==> config.mk <==
export PLATFORM = sky130hd
export DESIGN_NAME = tick_gen
export DESIGN_NICKNAME = d
export VERILOG_FILES = /design/src/rtl/tick_gen.sv
export SDC_FILE = /design/constraint.sdc
export NUM_CORES = 1
export LEC_CHECK = 0
export BUFFER_PORTS_ARGS = -buffer_cell sky130_fd_sc_hd__buf_2
export CORE_MARGIN = 1.5
export CORE_UTILIZATION = 30
export DETAILED_ROUTE_END_ITERATION = 10
export PLACE_DENSITY = 0.5
export SLEW_MARGIN = 20
export SYNTH_ARGS = -nofsm -noshare
export SYNTH_HDL_FRONTEND = slang
export SYNTH_SLANG_ARGS = --single-unit
==> constraint.sdc <==
create_clock -name clk_i -period 3.65 [get_ports clk_i]
set_input_delay 0.73 -clock clk_i [delete_from_list [all_inputs] [get_ports clk_i]]
set_output_delay 0.73 -clock clk_i [all_outputs]
set_load 0.02 [all_outputs]
==> src/rtl/tick_gen.sv <==
// Programmable enable-pulse generator: divides clk_i by a runtime divisor and emits
// one-cycle ticks, either as a fixed-length burst or continuously. Optional feature: TICK_GEN_RELOAD_EN.
module tick_gen #(
    parameter int DIV_WIDTH   = 16,
    parameter int BURST_WIDTH = 8
) (
    input  logic                   clk_i,
    input  logic                   a_rst_i,
    input  logic                   start_i,
    input  logic                   stop_i,
`ifdef TICK_GEN_RELOAD_EN
    input  logic                   div_load_i,
`endif
    input  logic [DIV_WIDTH-1:0]   div_i,
    input  logic [BURST_WIDTH-1:0] burst_i,
    output logic                   tick_o,
    output logic                   busy_o,
    output logic                   done_o
);

    typedef enum logic [1:0] {
        IDLE = 2'd0,
        RUN  = 2'd1,
        DONE = 2'd2
    } state_t;

    localparam logic [BURST_WIDTH-1:0] CNT_MAX = '1;

    state_t                 state_q;
    state_t                 state_d;
    logic [DIV_WIDTH-1:0]   div_q;
    logic [DIV_WIDTH-1:0]   presc_q;
    logic [BURST_WIDTH-1:0] burst_q;
    logic [BURST_WIDTH-1:0] cnt_q;

    logic                   start_ok;
    logic                   wrap;
    logic                   last_tick;
    logic                   tick_d;
    logic                   done_d;

    // A divisor of zero behaves like one so the prescaler compare never underflows.
    function automatic logic [DIV_WIDTH-1:0] clamp_div(input logic [DIV_WIDTH-1:0] d);
        return (d == '0) ? DIV_WIDTH'(1) : d;
    endfunction

    assign start_ok  = (state_q == IDLE) && start_i && !stop_i;
    assign wrap      = (state_q == RUN) && (presc_q == div_q - DIV_WIDTH'(1));
    assign last_tick = (burst_q != '0) && (cnt_q == burst_q - BURST_WIDTH'(1));

    always_comb begin
        state_d = state_q;
        tick_d  = 1'b0;
        done_d  = 1'b0;
        unique case (state_q)
            IDLE: begin
                if (start_ok) state_d = RUN;
            end
            RUN: begin
                if (stop_i) begin
                    state_d = IDLE;
                end else if (wrap) begin
                    tick_d = 1'b1;
                    if (last_tick) state_d = DONE;
                end
            end
            DONE: begin
                done_d  = !stop_i;
                state_d = IDLE;
            end
            default: state_d = IDLE;
        endcase
    end

    always_ff @(posedge clk_i or posedge a_rst_i) begin
        if (a_rst_i) begin
            state_q <= IDLE;
            tick_o  <= 1'b0;
            busy_o  <= 1'b0;
            done_o  <= 1'b0;
        end else begin
            state_q <= state_d;
            tick_o  <= tick_d;
            busy_o  <= (state_q == RUN);
            done_o  <= done_d;
        end
    end

`ifdef TICK_GEN_RELOAD_EN
    logic [DIV_WIDTH-1:0] shadow_q;
    logic                 pend_q;
`endif

    always_ff @(posedge clk_i or posedge a_rst_i) begin
        if (a_rst_i) begin
            div_q    <= '0;
            burst_q  <= '0;
            presc_q  <= '0;
            cnt_q    <= '0;
`ifdef TICK_GEN_RELOAD_EN
            shadow_q <= '0;
            pend_q   <= 1'b0;
`endif
        end else if (start_ok) begin
            div_q    <= clamp_div(div_i);
            burst_q  <= burst_i;
            presc_q  <= '0;
            cnt_q    <= '0;
`ifdef TICK_GEN_RELOAD_EN
            pend_q   <= 1'b0;
`endif
        end else if (state_q == RUN) begin
            if (wrap) begin
                presc_q <= '0;
                // Continuous runs keep ticking forever, so the count saturates.
                if (cnt_q != CNT_MAX) cnt_q <= cnt_q + BURST_WIDTH'(1);
            end else begin
                presc_q <= presc_q + DIV_WIDTH'(1);
            end
`ifdef TICK_GEN_RELOAD_EN
            // A new divisor only takes effect at a period boundary; a load on that same edge wins.
            if (wrap) begin
                if (div_load_i || pend_q)
                    div_q <= clamp_div(div_load_i ? div_i : shadow_q);
                pend_q <= 1'b0;
            end else if (div_load_i) begin
                shadow_q <= div_i;
                pend_q   <= 1'b1;
            end
`endif
        end
    end

endmodule
==> results.cfg <==
[synth]
seq_area_frac_synth = 0.4033
syn_avg_cell_area_um2 = 8.453
synth_cell_types = 56
synth-edff-count = 0
synth-seq-cells = 53
syn_nets = 422
ys.flop_type = dfrtp_1
async_reset_ff_frac = 1.000
netlist_area_um2 = 3288
yosys_warnings = 0
syn_inst = 389

[detailed_routing]
drc_errors = 0
wl_per_cell_um = 14.06
drtPass1Iterations = 4
drtAntennaViolNets = 0
viasPerCell = 4.950
wl_um = 7820
drt_iter0_drc = 107
num_vias = 2752

[global_route]
grt_max_degree = 36
grt_overflow = 0
antenna_found_initial = 0
grt_use_total = 0.1414
grt_pass1_vias = 2673
grt_pass1_wl_um = 12930

[job]
cap_violations = 0

[floorplan]
dieArea_um2 = 11600
die_x_um = 107.7
rows = 38
start_util = 0.3060
die_height_um = 107.7
io_pins = 31
core_area_um2 = 10750

[worst_setup_path]
cp_top_family = simple AND/OR/NAND/NOR gates
crit_chain = or4_4, or3_4, or4_4, xnor2_2, a2111oi_2, nand4_4, o21ai_2, nor2_1
critPathBufInv = 0
critPathMaxStageDelay_ps = 570
arrival_ps = 3480
crit_top_cell = or4_4
r2r-start = div_q[7]
start_kind = flip-flop
end_kind = flip-flop
crit_fanout = 12
setup.worst_path.start = div_q[7]
critical_path_class = reg2reg
crit_slowest_cell = or4_4
cp.required_ps = 3830

[sta]
finClkSkew_ps = 6.958
period_share = 0.9029
setup_viol = 0
worstMarginPinSlew_ps = 826.1
relSlewSlack = 0.4477
drv_slew = 0
hold_viol = 0
tns_ps = 0
period_needed_ps = 3296
rsz0062_at_grt = false
fmax_ghz = 0.3034

[place]
io_buffers = 30
dp_hpwl_um = 5958
globalplace.congestion = 0.8517

[pwr]
power_density_nw_per_um2 = 464.7
ir_drop_uv = 205.2
p_leak_nw = 1.720
p_total_mw = 1.712

[clock_tree]
cts_buffer_depth = 2
cts_sinks = 53
hold_buffers = 0
numCtsBuffers = 5
h-tree-depth = 2
post_cts_buffers = 0
tritoncts = built
clock_latency_ps = 310
root_buffer = clkbuf_8
cts.reportedPaths.clkPinSlew_ps = 100
post_cts_resized = 0

[finish]
layout_commonest_cell = nand2_1
n_antenna_cell = 0
drive_gt1_frac = 0.1442
syn2layout_area_growth_pct = 12.06
layout_common_cells = nand2_1 (93), dfrtp_1 (53), nor2_1 (33)
layout.nets = 449

[min_path]
hp-class = in2async

[outcome]
outcome = complete, no violations
stage by stage:
| step | setup WS (ps) | hold slack, ps | utilization | area [um^2] | cells |
|---|---|---|---|---|---|
| 6_report | 354.5 | 433.0 | 0.3429 | 3685 | 556 |
| 5_1_grt | 149.8 | 468.2 | 0.3429 | 3685 | 556 |
| 4_1_cts | 341.9 | 460.2 | 0.3429 | 3685 | 556 |
| 3_5_place_dp | 354.3 | 522.5 | 0.3333 | 3581 | 549 |
| 3_3_place_gp | 388.9 | 508.0 | 0.3333 | 3581 | 549 |
| 2_1_floorplan | 696.0 | 465.2 | - | 3288 | 389 |
final cells by class:
class                      count  area [um^2]
clock buffer                   5        68.82
clock inverter                 2        35.03
fill                        1171         7061
inverter                      14        52.55
multi-input combinational    307         1839
sequential                    53         1326
tap                          140        175.2
timing repair buffer          35        187.7
Yosys cell counts, types with 2 or more instances:
| cell | n | area, um^2 |
|---|---|---|
| nand2_1 | 93 | 349.1 |
| or4_4 | 4 | 45.04 |
| nand3b_1 | 2 | 15.01 |
| and3_1 | 5 | 31.28 |
| clkbuf_1 | 12 | 45.04 |
| o31ai_1 | 2 | 15.01 |
| o2111ai_1 | 2 | 17.52 |
| nor4_1 | 3 | 18.77 |
| buf_6 | 2 | 22.52 |
| o21a_1 | 4 | 30.03 |
| xor2_1 | 22 | 192.7 |
| nor2_1 | 33 | 123.9 |
| o21ai_0 | 12 | 60.06 |
| nor4b_1 | 2 | 17.52 |
| nor3_1 | 15 | 75.07 |
| inv_1 | 14 | 52.55 |
| nand4_1 | 10 | 62.56 |
| nand2b_1 | 9 | 56.30 |
| nor3b_1 | 3 | 22.52 |
| xnor2_1 | 15 | 131.4 |
| o211ai_1 | 4 | 30.03 |
| mux2i_1 | 5 | 50.05 |
| a21oi_1 | 12 | 60.06 |
| ha_1 | 5 | 62.56 |
| nand3_1 | 13 | 65.06 |
| dfrtp_1 | 53 | 1326 |
| a31oi_1 | 2 | 12.51 |
| a21o_1 | 2 | 15.01 |
| or3_1 | 2 | 12.51 |
final timing paths:
| kind | slack [ps] | depth (start not counted) | to |
|---|---|---|---|
| max in group asynchronous | 2600 | 3 | presc_q[8] |
| setup reg to reg | 350 | 8 | presc_q[12] |
| setup / recovery | 350 | 8 | presc_q[12] |
| hold / removal | 430 | 2 | done_o |
| min in group clk_i | 540 | 2 | div_q[15] |
| hold reg to reg | 540 | 2 | div_q[15] |
registers in the layout (all words and copies together) (netlist names):
name / flops
busy_o: 1
tick_o: 1
done_o: 1
state_q: 2
div_q: 16
presc_q: 16
burst_q: 8
cnt_q: 8
metal layers:
| metal | track usage | routed length [um] | vias to the layer above |
|---|---|---|---|
| met5 | 0 | 0 | - |
| met4 | 0.03195 | 89 | 0 |
| met3 | 0.02603 | 197 | 11 |
| met2 | 0.2484 | 3866 | 42 |
| met1 | 0.1794 | 3668 | 1315 |
| li1 | - | - | 1384 |
power by group:
part           internal (mW)  total, mW  switching [mW]
Sequential             0.673      0.808           0.135
Combinational          0.222      0.502           0.279
Clock                  0.200      0.403           0.203
kinds of logic after synthesis:
logic type               after synthesis  synth area share
AO/OA/AOI/OAI                         54            0.1134
AND/OR/NAND/NOR                      204            0.3033
XOR/XNOR                              38            0.1035
buffers and inverters                 29           0.03881
multiplexers                           6           0.01865
flip-flops                            53            0.4033
adder cells (fa/ha/maj)                5           0.01903
No activity file was read; power rests on OpenSTA's default activity.
